## src/rtl/audio_sdm_out_pkg.sv

```systemverilog
// Shared constants and gain FSM state type for the audio output stage.
// Optional second-order modulator is selected with AUDIO_SDM2_EN (see sdm_core).
package audio_pkg;

    localparam int SAMPLE_W = 7;
    localparam int GAIN_W   = 8;
    localparam logic [GAIN_W-1:0] GAIN_ONE = 8'd128;

    typedef enum logic [1:0] {
        MUTED     = 2'd0,
        RAMP_UP   = 2'd1,
        RUN       = 2'd2,
        RAMP_DOWN = 2'd3
    } gain_state_e;

endpackage

```

## src/rtl/audio_sdm_out_if.sv

```systemverilog
// Mixer-to-audio-stage bundle: sample/strobe/mute in, modulator bit and status out.
interface audio_sdm_if;
    import audio_pkg::*;

    logic [SAMPLE_W-1:0] sample_in;
    logic                sample_stb;
    logic                mute;
    logic                pwm_out;
    logic                ramp_active;
    logic                muted;

    modport master (
        output sample_in, sample_stb, mute,
        input  pwm_out, ramp_active, muted
    );

    modport slave (
        input  sample_in, sample_stb, mute,
        output pwm_out, ramp_active, muted
    );

endinterface

```

## src/rtl/audio_sdm_out_sdm_core.sv

```systemverilog
// Sigma-delta modulator: first-order accumulator by default, second-order
// error-feedback loop with saturating integrators when AUDIO_SDM2_EN is defined.
module sdm_core
    import audio_pkg::*;
(
    input  logic                clk,
    input  logic                rst_n,
    input  logic [SAMPLE_W-1:0] scaled,
    output logic                pwm_out
);

`ifdef AUDIO_SDM2_EN
    logic signed [9:0]  i1_r;
    logic signed [11:0] i2_r;
    logic signed [12:0] i1_sum_s;
    logic signed [13:0] i2_sum_s;
    logic signed [9:0]  i1_nxt_s;
    logic signed [11:0] i2_nxt_s;
    logic [7:0]         fb_s;

    function automatic logic signed [9:0] sat_i1(input logic signed [12:0] v);
        if (v > 13'sd511)       return 10'sd511;
        else if (v < -13'sd512) return -10'sd512;
        else                    return v[9:0];
    endfunction

    function automatic logic signed [11:0] sat_i2(input logic signed [13:0] v);
        if (v > 14'sd2047)       return 12'sd2047;
        else if (v < -14'sd2048) return -12'sd2048;
        else                     return v[11:0];
    endfunction

    // Integrator updates; feedback is the previous output bit at full scale.
    always_comb begin
        fb_s     = pwm_out ? 8'd128 : 8'd0;
        i1_sum_s = {{3{i1_r[9]}}, i1_r} + {6'd0, scaled} - {5'd0, fb_s};
        i1_nxt_s = sat_i1(i1_sum_s);
        i2_sum_s = {{2{i2_r[11]}}, i2_r} + {{4{i1_nxt_s[9]}}, i1_nxt_s} - {6'd0, fb_s};
        i2_nxt_s = sat_i2(i2_sum_s);
    end

    // Integrator and output registers.
    always_ff @(posedge clk or negedge rst_n) begin
        if (!rst_n) begin
            i1_r    <= 10'sd0;
            i2_r    <= 12'sd0;
            pwm_out <= 1'b0;
        end else begin
            i1_r    <= i1_nxt_s;
            i2_r    <= i2_nxt_s;
            pwm_out <= ~i2_nxt_s[11];
        end
    end
`else
    logic [SAMPLE_W-1:0] acc_r;
    logic [SAMPLE_W:0]   sum_s;

    // Carry out of the 7-bit accumulator is the density bit.
    always_comb begin
        sum_s = {1'b0, acc_r} + {1'b0, scaled};
    end

    // Accumulator and output registers.
    always_ff @(posedge clk or negedge rst_n) begin
        if (!rst_n) begin
            acc_r   <= 7'd0;
            pwm_out <= 1'b0;
        end else begin
            acc_r   <= sum_s[SAMPLE_W-1:0];
            pwm_out <= sum_s[SAMPLE_W];
        end
    end
`endif

endmodule

```

## src/rtl/audio_sdm_out.sv

```systemverilog
// Audio output stage: sample capture, soft-start/mute gain ramp, scaling and
// sigma-delta modulation (order selected by AUDIO_SDM2_EN inside sdm_core).
module audio_sdm_out
    import audio_pkg::*;
(
    input  logic      clk,
    input  logic      rst_n,
    audio_sdm_if.slave bus
);

    gain_state_e         state_r;
    gain_state_e         state_nxt_s;
    logic [GAIN_W-1:0]   gain_r;
    logic [GAIN_W-1:0]   gain_nxt_s;
    logic [SAMPLE_W-1:0] cur_sample_r;
    logic [SAMPLE_W-1:0] scaled_r;
    logic [14:0]         product_s;
    logic                ramp_active_r;
    logic                muted_r;
    logic                pwm_s;

    // Gain FSM: the gain step direction follows the state held before the edge.
    always_comb begin
        state_nxt_s = state_r;
        gain_nxt_s  = gain_r;
        case (state_r)
            MUTED: begin
                if (!bus.mute) state_nxt_s = RAMP_UP;
                else           state_nxt_s = MUTED;
            end
            RAMP_UP: begin
                if (bus.sample_stb && (gain_r < GAIN_ONE)) gain_nxt_s = gain_r + 8'd1;
                else                                       gain_nxt_s = gain_r;
                if (bus.mute)                                           state_nxt_s = RAMP_DOWN;
                else if (bus.sample_stb && (gain_nxt_s == GAIN_ONE))    state_nxt_s = RUN;
                else                                                    state_nxt_s = RAMP_UP;
            end
            RUN: begin
                if (bus.mute) state_nxt_s = RAMP_DOWN;
                else          state_nxt_s = RUN;
            end
            RAMP_DOWN: begin
                if (bus.sample_stb && (gain_r > 8'd0)) gain_nxt_s = gain_r - 8'd1;
                else                                   gain_nxt_s = gain_r;
                if (!bus.mute)                                      state_nxt_s = RAMP_UP;
                else if (bus.sample_stb && (gain_nxt_s == 8'd0))    state_nxt_s = MUTED;
                else                                                state_nxt_s = RAMP_DOWN;
            end
            default: begin
                state_nxt_s = MUTED;
                gain_nxt_s  = 8'd0;
            end
        endcase
    end

    // 7x8 product; cannot exceed 15 bits since gain tops out at 128.
    always_comb begin
        product_s = {8'd0, cur_sample_r} * {7'd0, gain_r};
    end

    // State, gain, capture, scaling and registered status flags.
    always_ff @(posedge clk or negedge rst_n) begin
        if (!rst_n) begin
            state_r       <= MUTED;
            gain_r        <= 8'd0;
            cur_sample_r  <= 7'd0;
            scaled_r      <= 7'd0;
            ramp_active_r <= 1'b0;
            muted_r       <= 1'b1;
        end else begin
            state_r  <= state_nxt_s;
            gain_r   <= gain_nxt_s;
            scaled_r <= SAMPLE_W'(product_s >> 4'd7);
            if (bus.sample_stb) cur_sample_r <= bus.sample_in;
            else                cur_sample_r <= cur_sample_r;
            ramp_active_r <= (state_nxt_s == RAMP_UP) || (state_nxt_s == RAMP_DOWN);
            muted_r       <= (state_nxt_s == MUTED);
        end
    end

    sdm_core u_core (
        .clk     (clk),
        .rst_n   (rst_n),
        .scaled  (scaled_r),
        .pwm_out (pwm_s)
    );

    assign bus.pwm_out     = pwm_s;
    assign bus.ramp_active = ramp_active_r;
    assign bus.muted       = muted_r;

endmodule

```

## src/flat_wrapper.sv

```systemverilog
// flat-port wrapper written by rule: the top's interface ports become plain ports
module audio_sdm_out_flat import audio_pkg::*;
  (clk, rst_n, bus_sample_in, bus_sample_stb, bus_mute, bus_pwm_out, bus_ramp_active, bus_muted);
  audio_sdm_if bus_i ();
  input  logic clk;
  input  logic rst_n;
  input wire logic [$bits(bus_i.sample_in)-1:0] bus_sample_in;
  input wire logic [$bits(bus_i.sample_stb)-1:0] bus_sample_stb;
  input wire logic [$bits(bus_i.mute)-1:0] bus_mute;
  output wire logic [$bits(bus_i.pwm_out)-1:0] bus_pwm_out;
  output wire logic [$bits(bus_i.ramp_active)-1:0] bus_ramp_active;
  output wire logic [$bits(bus_i.muted)-1:0] bus_muted;
  assign bus_i.sample_in = bus_sample_in;
  assign bus_i.sample_stb = bus_sample_stb;
  assign bus_i.mute = bus_mute;
  assign bus_pwm_out = bus_i.pwm_out;
  assign bus_ramp_active = bus_i.ramp_active;
  assign bus_muted = bus_i.muted;
  audio_sdm_out u_core (.clk(clk), .rst_n(rst_n), .bus(bus_i));
endmodule
```

## config.mk

```make
export PLATFORM = sky130hd
export DESIGN_NAME = audio_sdm_out_flat
export DESIGN_NICKNAME = d
export VERILOG_FILES = /design/src/rtl/audio_sdm_out_pkg.sv /design/src/rtl/audio_sdm_out_if.sv /design/src/rtl/audio_sdm_out_sdm_core.sv /design/src/rtl/audio_sdm_out.sv /design/src/flat_wrapper.sv
export SDC_FILE = /design/constraint.sdc
export NUM_CORES = 1
export LEC_CHECK = 0
export ABC_AREA = 1
export CORE_MARGIN = 2
export CORE_UTILIZATION = 55
export DETAILED_ROUTE_END_ITERATION = 8
export HOLD_SLACK_MARGIN = 0.15
export PLACE_DENSITY = 0.73
export REMOVE_ABC_BUFFERS = 1
export SKIP_LAST_GASP = 1
export SYNTH_ARGS = -nofsm -noshare
export SYNTH_HDL_FRONTEND = slang
export SYNTH_SLANG_ARGS = --single-unit
```

## constraint.sdc

```tcl
create_clock -name clk -period 5 [get_ports clk]
set_input_delay 1 -clock clk [delete_from_list [all_inputs] [get_ports clk]]
set_output_delay 1 -clock clk [all_outputs]
set_load 0.02 [all_outputs]
```

Word-level counts from Yosys, hierarchy flattened
Index checks and enable logic that the tools add are counted.
W data, S select, Z words.
{ "op_classes": {"muxes": 12, "mul": 1, "n_bitwise": 0, "reduce_logical": 9, "div_mod_pow": 0, "addsub": 3, "shifts": 0, "magnitude_cmp": 2, "n_eq_ne": 6} }
{ "op_table": {"columns": ["operator", "count"], "rows": [
  ["$mux W8", 4],
  ["$pmux W8 S2", 1],
  ["$mul A7 B8 Y14", 1],
  ["$add A7 B7 Y8", 1],
  ["$add A8 B1 Y8 const B", 1],
  ["$eq A8 B8 Y1 const B", 1],
  ["$gt A8 B1 Y1 const B", 1],
  ["$logic_not A8 Y1", 1],
  ["$lt A8 B8 Y1 const B", 1],
  ["$mux W2", 4],
  ["$pmux W2 S4", 1],
  ["$sub A8 B1 Y8 const B", 1],
  ["$eq A2 B2 Y1 const B", 3],
  ["$eq A2 B1 Y1 const B", 2],
  ["$logic_and A1 B1 Y1", 4],
  ["$logic_not A2 Y1", 2],
  ["$mux W1", 2],
  ["$reduce_bool A2 Y1", 1],
  ["$logic_or A1 B1 Y1", 1]
]} }
{ "totals": {"reg_bits": 34, "word_cells": 41, "memories": 0, "latch_bits": 0, "romBits": 0, "ram_bits": 0} }

Depth between registers and ports, before layout
{ "depth": {"depth_word": 11, "depth_mapped": 18} }

By module
Synthesis repeated with hierarchy kept, for this count alone.
{ "unflattened": {"cells_unflattened": 519, "area_unflattened_um2": 3799.9} }
{ "by_module_without_submodules": {"columns": ["module", "n_inst", "area_each_um2", "cells_per_inst"], "rows": [
  ["audio_sdm_out", 1, 3291.9, 459],
  ["sdm_core", 1, 508.0, 60]
]} }

Worst setup path after synthesis
No wires, ideal clock.
{ "synth_timing": {"path_kind": "register to register", "from": "reg u_core.gain_r[5]", "to": "reg u_core.scaled_r[4]", "path_stages_with_launch": 17, "arrival_time_ps": 3930, "slack_ps": 991, "required_ps": 4921, "setup_ps": 79, "period_less_slack_ps": 4009, "cell_sequence": "dfrtp_1 > clkbuf_1 > nand2_1 > inv_1 > fa_1 > fa_1 > fa_1 > inv_1 > fa_1 > inv_1 > ha_1 > nand2_1 > nor2_1 > a211oi_1 > nand2_1 > a21oi_1 > xor2_1"} }
{ "synth_via": {"elab_chain_len": 1} }
{ "synth_lines": {"columns": ["item", "line", "rtl"], "rows": [
  ["from (decl)", "audio_sdm_out.sv:13", "logic [GAIN_W-1:0] gain_r;"],
  ["from (signal assigned)", "audio_sdm_out.sv:72", "gain_r <= gain_nxt_s;"],
  ["$mul A7 B8 Y14", "audio_sdm_out.sv:58", "product_s = {8'd0, cur_sample_r} * {7'd0, gain_r};"],
  ["named net u_core.product_s[11]", "audio_sdm_out.sv:17", "logic [14:0] product_s;"],
  ["to (signal assigned)", "audio_sdm_out.sv:73", "scaled_r <= SAMPLE_W'(product_s >> 4'd7);"],
  ["to (decl)", "audio_sdm_out.sv:16", "logic [SAMPLE_W-1:0] scaled_r;"]
]} }
The timed path passes the listed nets, and every way through them passes these cells.
A chain may end at the register's enable or synchronous reset.

Worst setup path in the final report
{ "layout_timing": {"from": "reg u_core.gain_r[2]", "to": "reg u_core.scaled_r[4]"} }
The elaborated chain is that of the path after synthesis.

==> results.toml <==
[logic_synthesis]
synthArstFlopShare_pct = 100
synth_cell_type_count = 35
ys_ff_latch = 33
syn_inst = 503
syn_area_per_cell_um2 = 7.40
synth_flop_cell = "dfrtp_1"
yosysSeqAreaShare_pct = 22.2
synth-edff-count = 0
netlist_area_mm2 = 0.00372
ys_warn_count = 0

[timing]
finalHoldWorstSlack_ns = 0.472
rsz0062_at_grt = "no"
skew_ns = 0.00650
slew_viol_final = 0
max_freq_mhz = 229
hold_viol = 0
worst_pin_slew_ns = 0.859
setup_ws_ns = 0.641
fin_crit_sh_pct = 87.2
finalSetupViolCount = 0
max_slew_margin_pct = 42.6
period_minus_slack_ns = 4.36
setup_tns_ns = 0

[floorplanning]
die-area_mm2 = 0.00744
die_h_um = 86.3
core.rowCount = 29
ios = 14
core_area_mm2 = 0.00646
die_w_um = 86.3
start_util_pct = 57.6

[place]
gp_congestion = 0.917
hpwlAfterDp_um = 6220
pre_cts_ws_ns = 0.716
port-buffer-count = 13

[cells_and_area]
multi_input_area_mm2 = 0.00243
diodes = 0
layout.nets = 587
fillers = 593
drive_gt1_share_pct = 8.02
final_common_cell = "nand2_1"
post-route-util_pct = 61.8
seqCellArea_um2 = 827
area_growth_syn_to_layout_pct = 7.23
layout_common_cells = "nand2_1, inv_1, ha_1"

[routing]
routed_wirelength_um = 8100
drtIter0Drc = 241
wl_per_cell_um = 13.8
vias_per_cell = 5.37
num_vias = 3158
drc = 0
first_pass_iters = 5
ant_nets = 0

[status]
outcome = "finished, final reports clean"

[min_path]
min_path_type = "reg -> reg"

[pwr]
power_density_mw_per_mm2 = 565
leakagePower_nw = 2.41
irDropWorstVdd_mv = 0.348

[setup_path]
startpoint_type = "flop"
critPathRequiredTime_ns = 5.22
cpLargestDelayFamily = "adder cells"
slowest_stage = "dfrtp_1"
path_common_cell = "fa_1"
path_class = "reg -> reg"
worst_setup_path_end_kind = "flop"
path_buf_inv = 3
slowest_delay_ns = 0.71
worstPathCellList = "nand2_1 -> inv_1 -> fa_1 -> fa_1 -> fa_1 -> inv_1 -> fa_1 -> inv_1 -> ha_1 -> nand2_1 -> nor2_1 -> a211oi_1 -> nand2_1 -> a21oi_1 -> xor2_1"
cp.arrival_ns = 4.58
worstPathMaxFanout = 15

[clock_network]
cts.path.max_buffers = 2
clock_sinks = 33
htreeDepth = 2
ctsHoldBuffers = 0
cts_tree = "yes"
numCtsBuffers = 5
cts-resized-gates = 0
post_cts_buffers = 0
clk_latency_ns = 0.30
path_clk_slew_ns = 0.07
cts-root-buf = "clkbuf_8"

[global_route]
grt_overflow = 0
grtUsageTotal_pct = 25.1
grt_antenna_before_repair = 0
grt_max_degree = 34
grt_pass1_wl_um = 14900
grt_pass1_vias = 3202

[run]
maxCapViolCount = 0
## final cells by class
| cell class | count | area share (%) |
|---|---|---|
| Multi-Input combinational cell | 353 | 60.8 |
| Tap cell | 77 | 2.41 |
| Sequential cell | 33 | 20.7 |
| Inverter | 100 | 9.47 |
| Clock buffer | 7 | 2.41 |
| Clock inverter | 1 | 0.125 |
| Timing Repair Buffer | 17 | 4.01 |
## where the power goes
| part | internal (W) | switching (W) |
|---|---|---|
| combinational | 0.000582 | 0.000932 |
| sequential | 0.000375 | 0.000135 |
| clock | 0.000125 | 0.000106 |
| total | 0.00108 | 0.00117 |
## cell families (layout without fill, tap and decap cells)
kind of cell | count (synthesis) | count (layout) | share of synthesized area, %
AND/OR/NAND/NOR | 225 | 225 | 26.0
buffers and inverters | 117 | 125 | 12.5
adder cells (fa/ha/maj) | 66 | 66 | 27.8
AO/OA/AOI/OAI | 44 | 44 | 7.19
flip-flops | 33 | 33 | 22.2
XOR/XNOR | 18 | 18 | 4.24
## worst reg2reg max path: stages, from the launching register on
cell      delay, ns
dfrtp_1        0.71
nand2_1        0.12
inv_1          0.10
fa_1           0.46
fa_1           0.52
fa_1           0.54
inv_1          0.05
fa_1           0.53
inv_1          0.04
ha_1           0.34
nand2_1        0.10
nor2_1         0.05
a211oi_1       0.25
nand2_1        0.13
a21oi_1        0.19
xor2_1         0.16
## cell usage after synthesis (all sizes together), types with 7 or more instances
cell | number | share of area (%)
nand2 | 158 | 17
inv | 100 | 10
ha | 38 | 13
nor2 | 38 | 4.8
dfrtp | 32 | 22
fa | 28 | 15
nand3 | 20 | 3.0
a21oi | 16 | 2.4
o21ai | 15 | 2.0
xor2 | 12 | 2.8
buf | 10 | 1.7
clkbuf | 7 | 0.71
## state kept, by name, indices dropped and copies added (netlist names)
| register | cells |
|---|---|
| u_core.bus.muted | 1 |
| u_core.cur_sample_r | 7 |
| u_core.gain_r | 8 |
| u_core.scaled_r | 7 |
| u_core.state_r | 2 |
| u_core.u_core.acc_r | 7 |
| u_core.u_core.pwm_out | 1 |
## layer usage
metal	vias to the layer above	wire length [um]	global-route usage (%)
li1	1549	-	-
met1	1488	3850	37.4
met2	111	3570	38.8
met3	10	586	2.95
met4	0	99	7.10
met5	-	0	0
## path summary, 6_finish.rpt
path	from	to	slack, ns	cells past startpoint
worst max-delay path	u_core.gain_r[2]	u_core.scaled_r[4]	0.64	15
worst min-delay path	u_core.scaled_r[0]	u_core.u_core.acc_r[0]	0.47	1
worst max register to register	u_core.gain_r[2]	u_core.scaled_r[4]	0.64	15
worst min register to register	u_core.scaled_r[0]	u_core.u_core.acc_r[0]	0.47	1
max in group asynchronous	rst_n	u_core.bus.muted	3.54	2
min in group asynchronous	rst_n	u_core.u_core.pwm_out	1.11	2
## through the flow
| stage | power (W) | cell area [um2] | instances |
|---|---|---|---|
| floorplan | 0.00164 | 3630 | 486 |
| global placement | 0.00196 | 3890 | 580 |
| detailed placement | 0.00200 | 3890 | 580 |
| CTS | 0.00226 | 3990 | 588 |
| global route | 0.00253 | 3990 | 588 |
| finish | 0.00225 | 3990 | 588 |
(Power assumes the default switching activity.)
